===== src/rtl/div_result_display.sv =====
// Converts a quotient/remainder pair to two-digit BCD with an iterative double-dabble engine.
// Also scans the result QQRR onto a 4-digit active-low seven-segment display.
module div_result_display #(
    parameter int WIDTH    = 6,
    parameter int SCAN_DIV = 16
) (
    input  logic             clk,
    input  logic             rst_n,
    input  logic             in_valid,
    output logic             in_ready,
    input  logic [WIDTH-1:0] q,
    input  logic [WIDTH-1:0] r,
    output logic [7:0]       bcd_q,
    output logic [7:0]       bcd_r,
    output logic             bcd_valid,
    output logic [3:0]       an,
    output logic [6:0]       seg
);

    typedef enum logic [1:0] {IDLE, CONV, DONE} state_t;

    localparam int CW = $clog2(WIDTH + 1);
    localparam int SW = (SCAN_DIV > 1) ? $clog2(SCAN_DIV) : 1;

    state_t           r_state;
    state_t           w_state_next;
    logic [CW-1:0]    r_step;
    logic [WIDTH-1:0] r_bin_q;
    logic [WIDTH-1:0] r_bin_r;
    logic [7:0]       r_scr_q;
    logic [7:0]       r_scr_r;
    logic [7:0]       r_bcd_q;
    logic [7:0]       r_bcd_r;
    logic [7:0]       w_adj_q;
    logic [7:0]       w_adj_r;
    logic [7:0]       w_shift_q;
    logic [7:0]       w_shift_r;
    logic [SW-1:0]    r_scan_cnt;
    logic [1:0]       r_idx;
    logic [1:0]       w_idx_next;
    logic             w_wrap;
    logic [3:0]       w_digit;
    logic [3:0]       r_an;
    logic [6:0]       r_seg;

    // Add-3 correction on each nibble independently, applied before every shift.
    function automatic logic [7:0] add3(input logic [7:0] v);
        logic [3:0] hi;
        logic [3:0] lo;
        hi = (v[7:4] >= 4'd5) ? v[7:4] + 4'd3 : v[7:4];
        lo = (v[3:0] >= 4'd5) ? v[3:0] + 4'd3 : v[3:0];
        return {hi, lo};
    endfunction

    function automatic logic [6:0] seg_code(input logic [3:0] d);
        case (d)
            4'd0:    return 7'b1000000;
            4'd1:    return 7'b1111001;
            4'd2:    return 7'b0100100;
            4'd3:    return 7'b0110000;
            4'd4:    return 7'b0011001;
            4'd5:    return 7'b0010010;
            4'd6:    return 7'b0000010;
            4'd7:    return 7'b1111000;
            4'd8:    return 7'b0000000;
            4'd9:    return 7'b0010000;
            default: return 7'b1111111;
        endcase
    endfunction

    assign w_adj_q   = add3(r_scr_q);
    assign w_adj_r   = add3(r_scr_r);
    assign w_shift_q = {w_adj_q[6:0], r_bin_q[WIDTH-1]};
    assign w_shift_r = {w_adj_r[6:0], r_bin_r[WIDTH-1]};

    // NOTE: every signal written in always_comb gets a default first, so no path can infer a latch.
    always_comb begin
        w_state_next = r_state;
        case (r_state)
            IDLE:    if (in_valid) w_state_next = CONV;
            CONV:    if (r_step == CW'(1)) w_state_next = DONE;
            DONE:    w_state_next = IDLE;
            default: w_state_next = IDLE;
        endcase
    end

    // NOTE: sequential state uses non-blocking assignments so every flop samples pre-edge values.
    always_ff @(posedge clk or negedge rst_n) begin
        if (!rst_n) begin
            r_state <= IDLE;
        end else begin
            r_state <= w_state_next;
        end
    end

    always_ff @(posedge clk or negedge rst_n) begin
        if (!rst_n) begin
            r_step  <= '0;
            r_bin_q <= '0;
            r_bin_r <= '0;
            r_scr_q <= 8'h00;
            r_scr_r <= 8'h00;
            r_bcd_q <= 8'h00;
            r_bcd_r <= 8'h00;
        end else begin
            case (r_state)
                IDLE: begin
                    if (in_valid) begin
                        r_bin_q <= q;
                        r_bin_r <= r;
                        r_scr_q <= 8'h00;
                        r_scr_r <= 8'h00;
                        r_step  <= CW'(WIDTH);
                    end
                end
                CONV: begin
                    r_scr_q <= w_shift_q;
                    r_scr_r <= w_shift_r;
                    r_bin_q <= r_bin_q << 1;
                    r_bin_r <= r_bin_r << 1;
                    r_step  <= r_step - 1'b1;
                    // Final shift lands straight in the outputs; they never see partial sums.
                    if (r_step == CW'(1)) begin
                        r_bcd_q <= w_shift_q;
                        r_bcd_r <= w_shift_r;
                    end
                end
                default: ;
            endcase
        end
    end

    assign w_wrap     = (r_scan_cnt == SW'(SCAN_DIV - 1));
    assign w_idx_next = w_wrap ? r_idx + 2'd1 : r_idx;

    always_comb begin
        w_digit = r_bcd_r[3:0];
        case (w_idx_next)
            2'd0: w_digit = r_bcd_r[3:0];
            2'd1: w_digit = r_bcd_r[7:4];
            2'd2: w_digit = r_bcd_q[3:0];
            2'd3: w_digit = r_bcd_q[7:4];
            default: w_digit = r_bcd_r[3:0];
        endcase
    end

    // an/seg are decoded from the next index so they switch on the same edge as the index.
    always_ff @(posedge clk or negedge rst_n) begin
        if (!rst_n) begin
            r_scan_cnt <= '0;
            r_idx      <= 2'd0;
            r_an       <= 4'b1110;
            r_seg      <= 7'b1000000;
        end else begin
            r_scan_cnt <= w_wrap ? '0 : r_scan_cnt + 1'b1;
            r_idx      <= w_idx_next;
            r_an       <= ~(4'b0001 << w_idx_next);
            r_seg      <= seg_code(w_digit);
        end
    end

    assign in_ready  = (r_state == IDLE);
    assign bcd_valid = (r_state == DONE);
    assign bcd_q     = r_bcd_q;
    assign bcd_r     = r_bcd_r;
    assign an        = r_an;
    assign seg       = r_seg;

endmodule


===== config.mk =====
export PLATFORM = sky130hd
export DESIGN_NAME = div_result_display
export DESIGN_NICKNAME = d
export VERILOG_FILES = /design/src/rtl/div_result_display.sv
export SDC_FILE = /design/constraint.sdc
export NUM_CORES = 1
export LEC_CHECK = 0
export CORE_MARGIN = 1.5
export CORE_UTILIZATION = 50
export CTS_CLUSTER_DIAMETER = 100
export DETAILED_ROUTE_END_ITERATION = 7
export PLACE_DENSITY = 0.76
export SYNTH_ARGS = -nofsm -noshare
export SYNTH_HDL_FRONTEND = slang
export SYNTH_SLANG_ARGS = --single-unit

===== constraint.sdc =====
create_clock -name clk -period 2 [get_ports clk]
set_input_delay 0.3 -clock clk [delete_from_list [all_inputs] [get_ports clk]]
set_output_delay 0.3 -clock clk [all_outputs]
set_load 0.02 [all_outputs]

* Word-level counts from Yosys, hierarchy flattened
Memories as Yosys holds them, arrays and structs flattened. A register that Yosys moved wholly into a read port is not among the register bits.
Cells that the tools add are included.
** Word-level totals
- Register bits :: 59
- Memories :: 1
- ROM bits :: 112
- Input port bits :: 15
** Memory list
- (name not given) :: words 16, width 7, read ports 1, clocked after Yosys merged registers in 1, write ports 0, RTL line 56 : case (d)
** Operators by class
- Bitwise operators :: 1
- Eq/ne operators :: 9
- Multiplexer cells :: 19
- Shift-type cells :: 1
- $lt $le $gt $ge :: 4
- Add/subtract/negate cells :: 7
- Reduce and logical (&&, ||, !) cells :: 7
** Operators by type and width (number)
- 8-bit one-hot mux with 2 select lines :: 2
- 6-bit one-hot mux with 2 select lines :: 2
- 4-bit by 3-bit >= comparator with 1-bit output (second input constant) :: 4
- 4-bit one-hot mux with 4 select lines :: 1
- 4-bit 2-to-1 mux :: 3
- 6-bit 2-to-1 mux :: 2
- 3-bit 2-to-1 mux :: 3
- 4-bit by 2-bit adder with 4-bit output (second input constant) :: 2
- 8-bit 2-to-1 mux :: 1
- 3-bit by 2-bit adder with 3-bit output (second input constant) :: 2
- 2-bit == test (second input constant) :: 3
- 2-bit 2-to-1 mux :: 3
- 3-bit one-hot mux with 2 select lines :: 1
- 2-bit AND reduction :: 3
- 4-bit by 1-bit adder with 4-bit output (second input constant) :: 1
- 2-bit by 1-bit == test with 1-bit output (second input constant) :: 2
- 4-bit == test (second input constant) :: 1
- 2-bit logical NOT :: 2
- 2-bit != test (second input constant) :: 2
- 4-bit inverter :: 1
- 2-bit one-hot mux with 2 select lines :: 1
- 1-bit by 2-bit << shifter with 4-bit output (first input constant) :: 1
- 3-bit by 1-bit == test with 1-bit output (second input constant) :: 1
- 3-bit by 1-bit subtractor with 3-bit output (second input constant) :: 1
- other kinds (3) :: 3

* Depth between registers and ports, before layout
- Word-level depth :: 4
- Depth in mapped cells :: 9
- Mapped depth without buffers :: 8

* Worst setup path before layout
Ideal clock, no wire load.
- Kind :: flip-flop to flip-flop
- Start :: register r_scan_cnt[0]
- End :: register r_seg[0], in the netlist seg[0]
- Data arrival time :: 1960 ps
- Stages on the path, launching flop included :: 10
- Setup time :: 125 ps
- Slack :: -85 ps
- Required time :: 1875 ps
- Buffers on the path :: 1
- Cells stage by stage :: dfrtp_1 ha_1 and3_1 buf_6 xnor2_4 o211ai_1 inv_1 ha_1 mux2i_1 a2bb2oi_1
** Between the ends
- Cells in the longest elaborated chain, start to end :: 4
- Elaborated cells between the ends (all ways) :: 7
- Those cells by class :: eq/ne: 4; mux: 2; reduce/logical: 1
** Ends and longest elaborated chain
- from (decl) :: RTL line 38 : logic [SW-1:0] r_scan_cnt;
- from (signal assigned) :: RTL line 155 : r_scan_cnt <= w_wrap ? '0 : r_scan_cnt + 1'b1;
- 4-bit == test * :: RTL line 133 : assign w_wrap = (r_scan_cnt == SW'(SCAN_DIV - 1));
- 2-bit 2-to-1 mux * :: RTL line 134 : assign w_idx_next = w_wrap ? r_idx + 2'd1 : r_idx;
- 2-bit == test (tied with other cells) :: RTL line 138 : case (w_idx_next)
- 4-bit one-hot mux with 4 select lines * :: RTL line 138
- to (decl) :: RTL line 44 : logic [6:0] r_seg;
Every way passes the cells marked *; elsewhere a longest branch is shown, timed or not.
A chain may end at the register's enable or synchronous reset.

* Final worst setup path
Ends and elaborated chain as after synthesis.

==> results.txt <==
Counting tap cells, the placed design contains a total of 466 instances. For the worst setup path, the data arrival time is 2.17 ns. The clock period could shrink to 1.96 ns. STA classifies the critical path endpoint as a register.

The vertical die dimension is 84.5 µm. The total wire length is 7.07 mm. The relative slew slack is 69.9%. The worst hold path belongs to the class input pin to asynchronous set/reset pin. The number of max-slew violations in the final report came out at 0.

The overflow left after global routing came out at 0. The maximum operating frequency is 0.511 GHz. The core outline area came out at 6390 µm². The buffer type at the clock tree root is sky130_fd_sc_hd__clkbuf_8.

The die area is 7150 µm². After detailed routing, the average wire length per cell comes to 14.5 µm. TritonCTS built the clock tree.

Entering global routing, the biggest net connects 54 pins. The library cell used most frequently in the layout, excluding fill and tap cells, is sky130_fd_sc_hd__dfrtp_1. The number of buffers on the longest clock path is 2. The total standard cell area after synthesis came out at 3320 µm². The initialized floorplan defines 29 standard-cell rows. The post-route netlist has 16.3% of its cells at a drive strength greater than 1. The final-report setup violation count is 0. The final hold violation count is 0. In this run the worst path has a maximum fanout of 7. The first global-routing pass estimated 12.1 mm of wire.

The setup slack of the worst register-to-register path is 0.04 ns. Dividing the synthesized area by the synthesized cell count gives 9.58 µm². The initial core utilization is 52.1%. The worst setup timing slack at the placement stage is -0.130 ns. The post-synthesis sequential area ratio came out at 49.8%. After synthesis the netlist holds a flip-flop and latch count of 66. The footprint of the flip-flops and latches came out at 1660 µm². Across the VDD grid, the largest voltage drop is 996 µV.

Input and output buffers added on the ports amount to 43. The post-route DRC violation count came out at 0. The total of warnings raised by yosys came out at 0. The floorplan die width is 84.5 µm. The cell count after synthesis came out at 347. The TritonCTS sink count came out at 66.

For this design the static power due to leakage is 1.86 nW. At the pin with the least slew margin, the transition time is 0.452 ns. The non-filler instance count after layout is 488. The final weighted congestion of routability-driven global placement came out at 0.864.

Counting cells, the worst reg-to-reg path comes to 7. In the layout the commonest cells are sky130_fd_sc_hd__dfrtp_1 (61), sky130_fd_sc_hd__nand2_1 (53), sky130_fd_sc_hd__clkdlybuf4s50_1 (42). Across every metal layer, demand over resource in global routing totals 21.3%. The clock-pin slew on the worst setup and hold paths is 0.07 ns. Across all layers, the routed design uses 2692 vias. The number of global-route vias before repair came out at 2648.

The synthesis-to-layout area growth came out at 27.5%. The count of fill cells added during filler insertion is 512. The critical path is of the register to register type.

The startpoint of the lowest-slack register-to-register path is r_scan_cnt[0]. 44 I/O pins were placed. The post-synth net total came out at 378. The power per cell area is 1600 nW/µm². The worst hold slack after final layout came out at 0.400 ns. Adding up every negative setup slack in the final design gives 0 ns.

The data required time at the worst endpoint came out at 2.22 ns. The final HPWL from detailed placement came out at 4.96 mm. The max-capacitance violation count came out at 0. The setup clock skew after layout came out at 0.00760 ns. The number of violations reported at the end of detailed-routing iteration 0 is 173. In the final layout, the multi-input gates occupy 1570 µm². The share of the clock period used by the worst path came out at 97.8%. The endpoint of the worst register-to-register path is seg[0]. Setup repair after global routing could not meet its margin everywhere. Buffers inserted during clock tree synthesis total 9. The detailed-routing iteration count for the pre-antenna-repair pass came out at 4. The flow ran to the end, and the final reports show no timing, DRC or antenna violations.

The kind of start point of the critical path is a register. The initial antenna violation count was 0. The distinct cell type count after synthesis came out at 37.

Once detail routing completed, the nets flagged for antenna violations numbered 0. The clock latency of the later-clocked register in the worst-skew pair came out at 0.34 ns. The count of inserted antenna diode cells is 0. The post-layout worst setup margin came out at 0.0446 ns.

The number of vias per cell after detailed routing is 5.52. The depth of the CTS H-tree came out at 3. The net count of the finished layout is 437.
[how the worst max path moves through the flow]
stage | slack (ns) | startpoint | cells past startpoint | to
after floorplan | 0.002 | r_scan_cnt[0] | 8 | seg[5]
after global placement | -0.03 | r_scan_cnt[1] | 8 | seg[5]
after detailed placement | -0.13 | r_scan_cnt[1] | 8 | seg[5]
after CTS | 0.05 | r_scan_cnt[1] | 7 | seg[3]
after global routing | -0.04 | r_scan_cnt[0] | 7 | seg[0]
final | 0.04 | r_scan_cnt[0] | 7 | seg[0]
[cells in the mapped netlist]
library cell,n,area (µm²)
sky130_fd_sc_hd__nand2b_1,5,31.3
sky130_fd_sc_hd__ha_1,16,200
sky130_fd_sc_hd__buf_2,1,5.00
sky130_fd_sc_hd__buf_4,1,7.51
sky130_fd_sc_hd__nor2_1,23,86.3
sky130_fd_sc_hd__a21oi_1,13,65.1
sky130_fd_sc_hd__inv_1,16,60.1
sky130_fd_sc_hd__buf_6,1,11.3
sky130_fd_sc_hd__o21a_1,2,15.0
sky130_fd_sc_hd__mux4_2,1,22.5
sky130_fd_sc_hd__nand3_1,15,75.1
sky130_fd_sc_hd__and3_1,2,12.5
sky130_fd_sc_hd__o21ai_0,41,205
sky130_fd_sc_hd__o211a_1,1,10.0
sky130_fd_sc_hd__nor2b_1,5,31.3
sky130_fd_sc_hd__a21oi_2,1,8.76
sky130_fd_sc_hd__clkbuf_1,16,60.1
sky130_fd_sc_hd__a21o_1,1,7.51
sky130_fd_sc_hd__o211ai_1,1,7.51
sky130_fd_sc_hd__o22a_1,1,8.76
sky130_fd_sc_hd__a31oi_1,14,87.6
sky130_fd_sc_hd__xor2_1,1,8.76
sky130_fd_sc_hd__nor3_1,8,40.0
sky130_fd_sc_hd__o31ai_1,2,15.0
sky130_fd_sc_hd__dfstp_2,4,105
sky130_fd_sc_hd__mux2_2,6,67.6
sky130_fd_sc_hd__mux2i_1,6,60.1
sky130_fd_sc_hd__dfrtp_1,62,1550
sky130_fd_sc_hd__and2_1,1,6.26
sky130_fd_sc_hd__and3b_1,3,26.3
sky130_fd_sc_hd__xnor2_1,6,52.6
sky130_fd_sc_hd__nor3b_1,8,60.1
sky130_fd_sc_hd__or3b_2,4,35.0
sky130_fd_sc_hd__a2bb2oi_1,3,26.3
sky130_fd_sc_hd__xnor2_4,1,27.5
sky130_fd_sc_hd__nand2_1,54,203
sky130_fd_sc_hd__o211ai_4,1,21.3
[cells by family after synthesis]
family / count (synthesis) / synth area share [%]
AO/OA/AOI/OAI: 81 / 14.4
XOR/XNOR: 8 / 2.67
adder cells (fa/ha/maj): 16 / 6.02
buffers and inverters: 35 / 4.33
flip-flops: 66 / 49.8
multiplexers: 13 / 4.52
AND/OR/NAND/NOR: 128 / 18.3
[cell type report]
class / instances / share of cell area, %
sequential: 66 / 39.1
multi-input combinational: 246 / 37.0
timing repair buffer: 67 / 15.3
clock buffer: 12 / 3.66
tap: 77 / 2.27
inverter: 16 / 1.42
clock inverter: 4 / 1.18
[timing repair]
action / 4_1_cts / 5_1_grt
setup endpoints to repair: 5 / 7
setup buffers: 2 / 3
resized for setup: 6 / 5
pin swaps: 3 / 4
endpoints found under the hold margin: 13 / 0
hold buffers: 1 / 0
[routing by layer]
layer / vias to the layer above / part of all wire, % / wire length [µm] / track usage [%]
li1: 1309 / - / - / -
met1: 1297 / 44 / 3080 / 26.6
met2: 75 / 50 / 3540 / 35.8
met3: 11 / 4.7 / 330 / 5.01
met4: 0 / 1.7 / 119 / 8.21
met5: - / 0 / 0 / 0
[critical path, cell delays in order (launching register included)]
cell,delay (ns)
sky130_fd_sc_hd__dfrtp_1,0.39
sky130_fd_sc_hd__ha_2,0.21
sky130_fd_sc_hd__and3_4,0.22
sky130_fd_sc_hd__xnor2_4,0.16
sky130_fd_sc_hd__buf_4,0.15
sky130_fd_sc_hd__o211ai_4,0.31
sky130_fd_sc_hd__mux2i_2,0.29
sky130_fd_sc_hd__a2bb2oi_1,0.10
[registers in the layout (all words and copies together) (netlist names), 6 cells and up]
signal,count
r_bin_q,6
r_scr_q,8
r_scr_r,8
bcd_r,8
bcd_q,8
r_bin_r,6
seg,7
[per-stage QoR]
| stage | util (%) | instance area (µm²) | total power [mW] |
|---|---|---|---|
| floorplan | - | 3330 | 4.29 |
| global placement | 61.7 | 3940 | 5.37 |
| detailed placement | 61.7 | 3940 | 5.50 |
| CTS | 65.5 | 4190 | 6.71 |
| global route | 66.4 | 4240 | 7.31 |
| finish | 66.4 | 4240 | 6.77 |
[power breakdown]
group	leakage, nW	switching, mW	total [mW]	internal (mW)
Clock	0.0986	0.514	1.16	0.642
Sequential	0.795	0.433	2.32	1.89
Combinational	0.969	1.74	3.29	1.55
No activity file was read; power rests on OpenSTA's default activity.
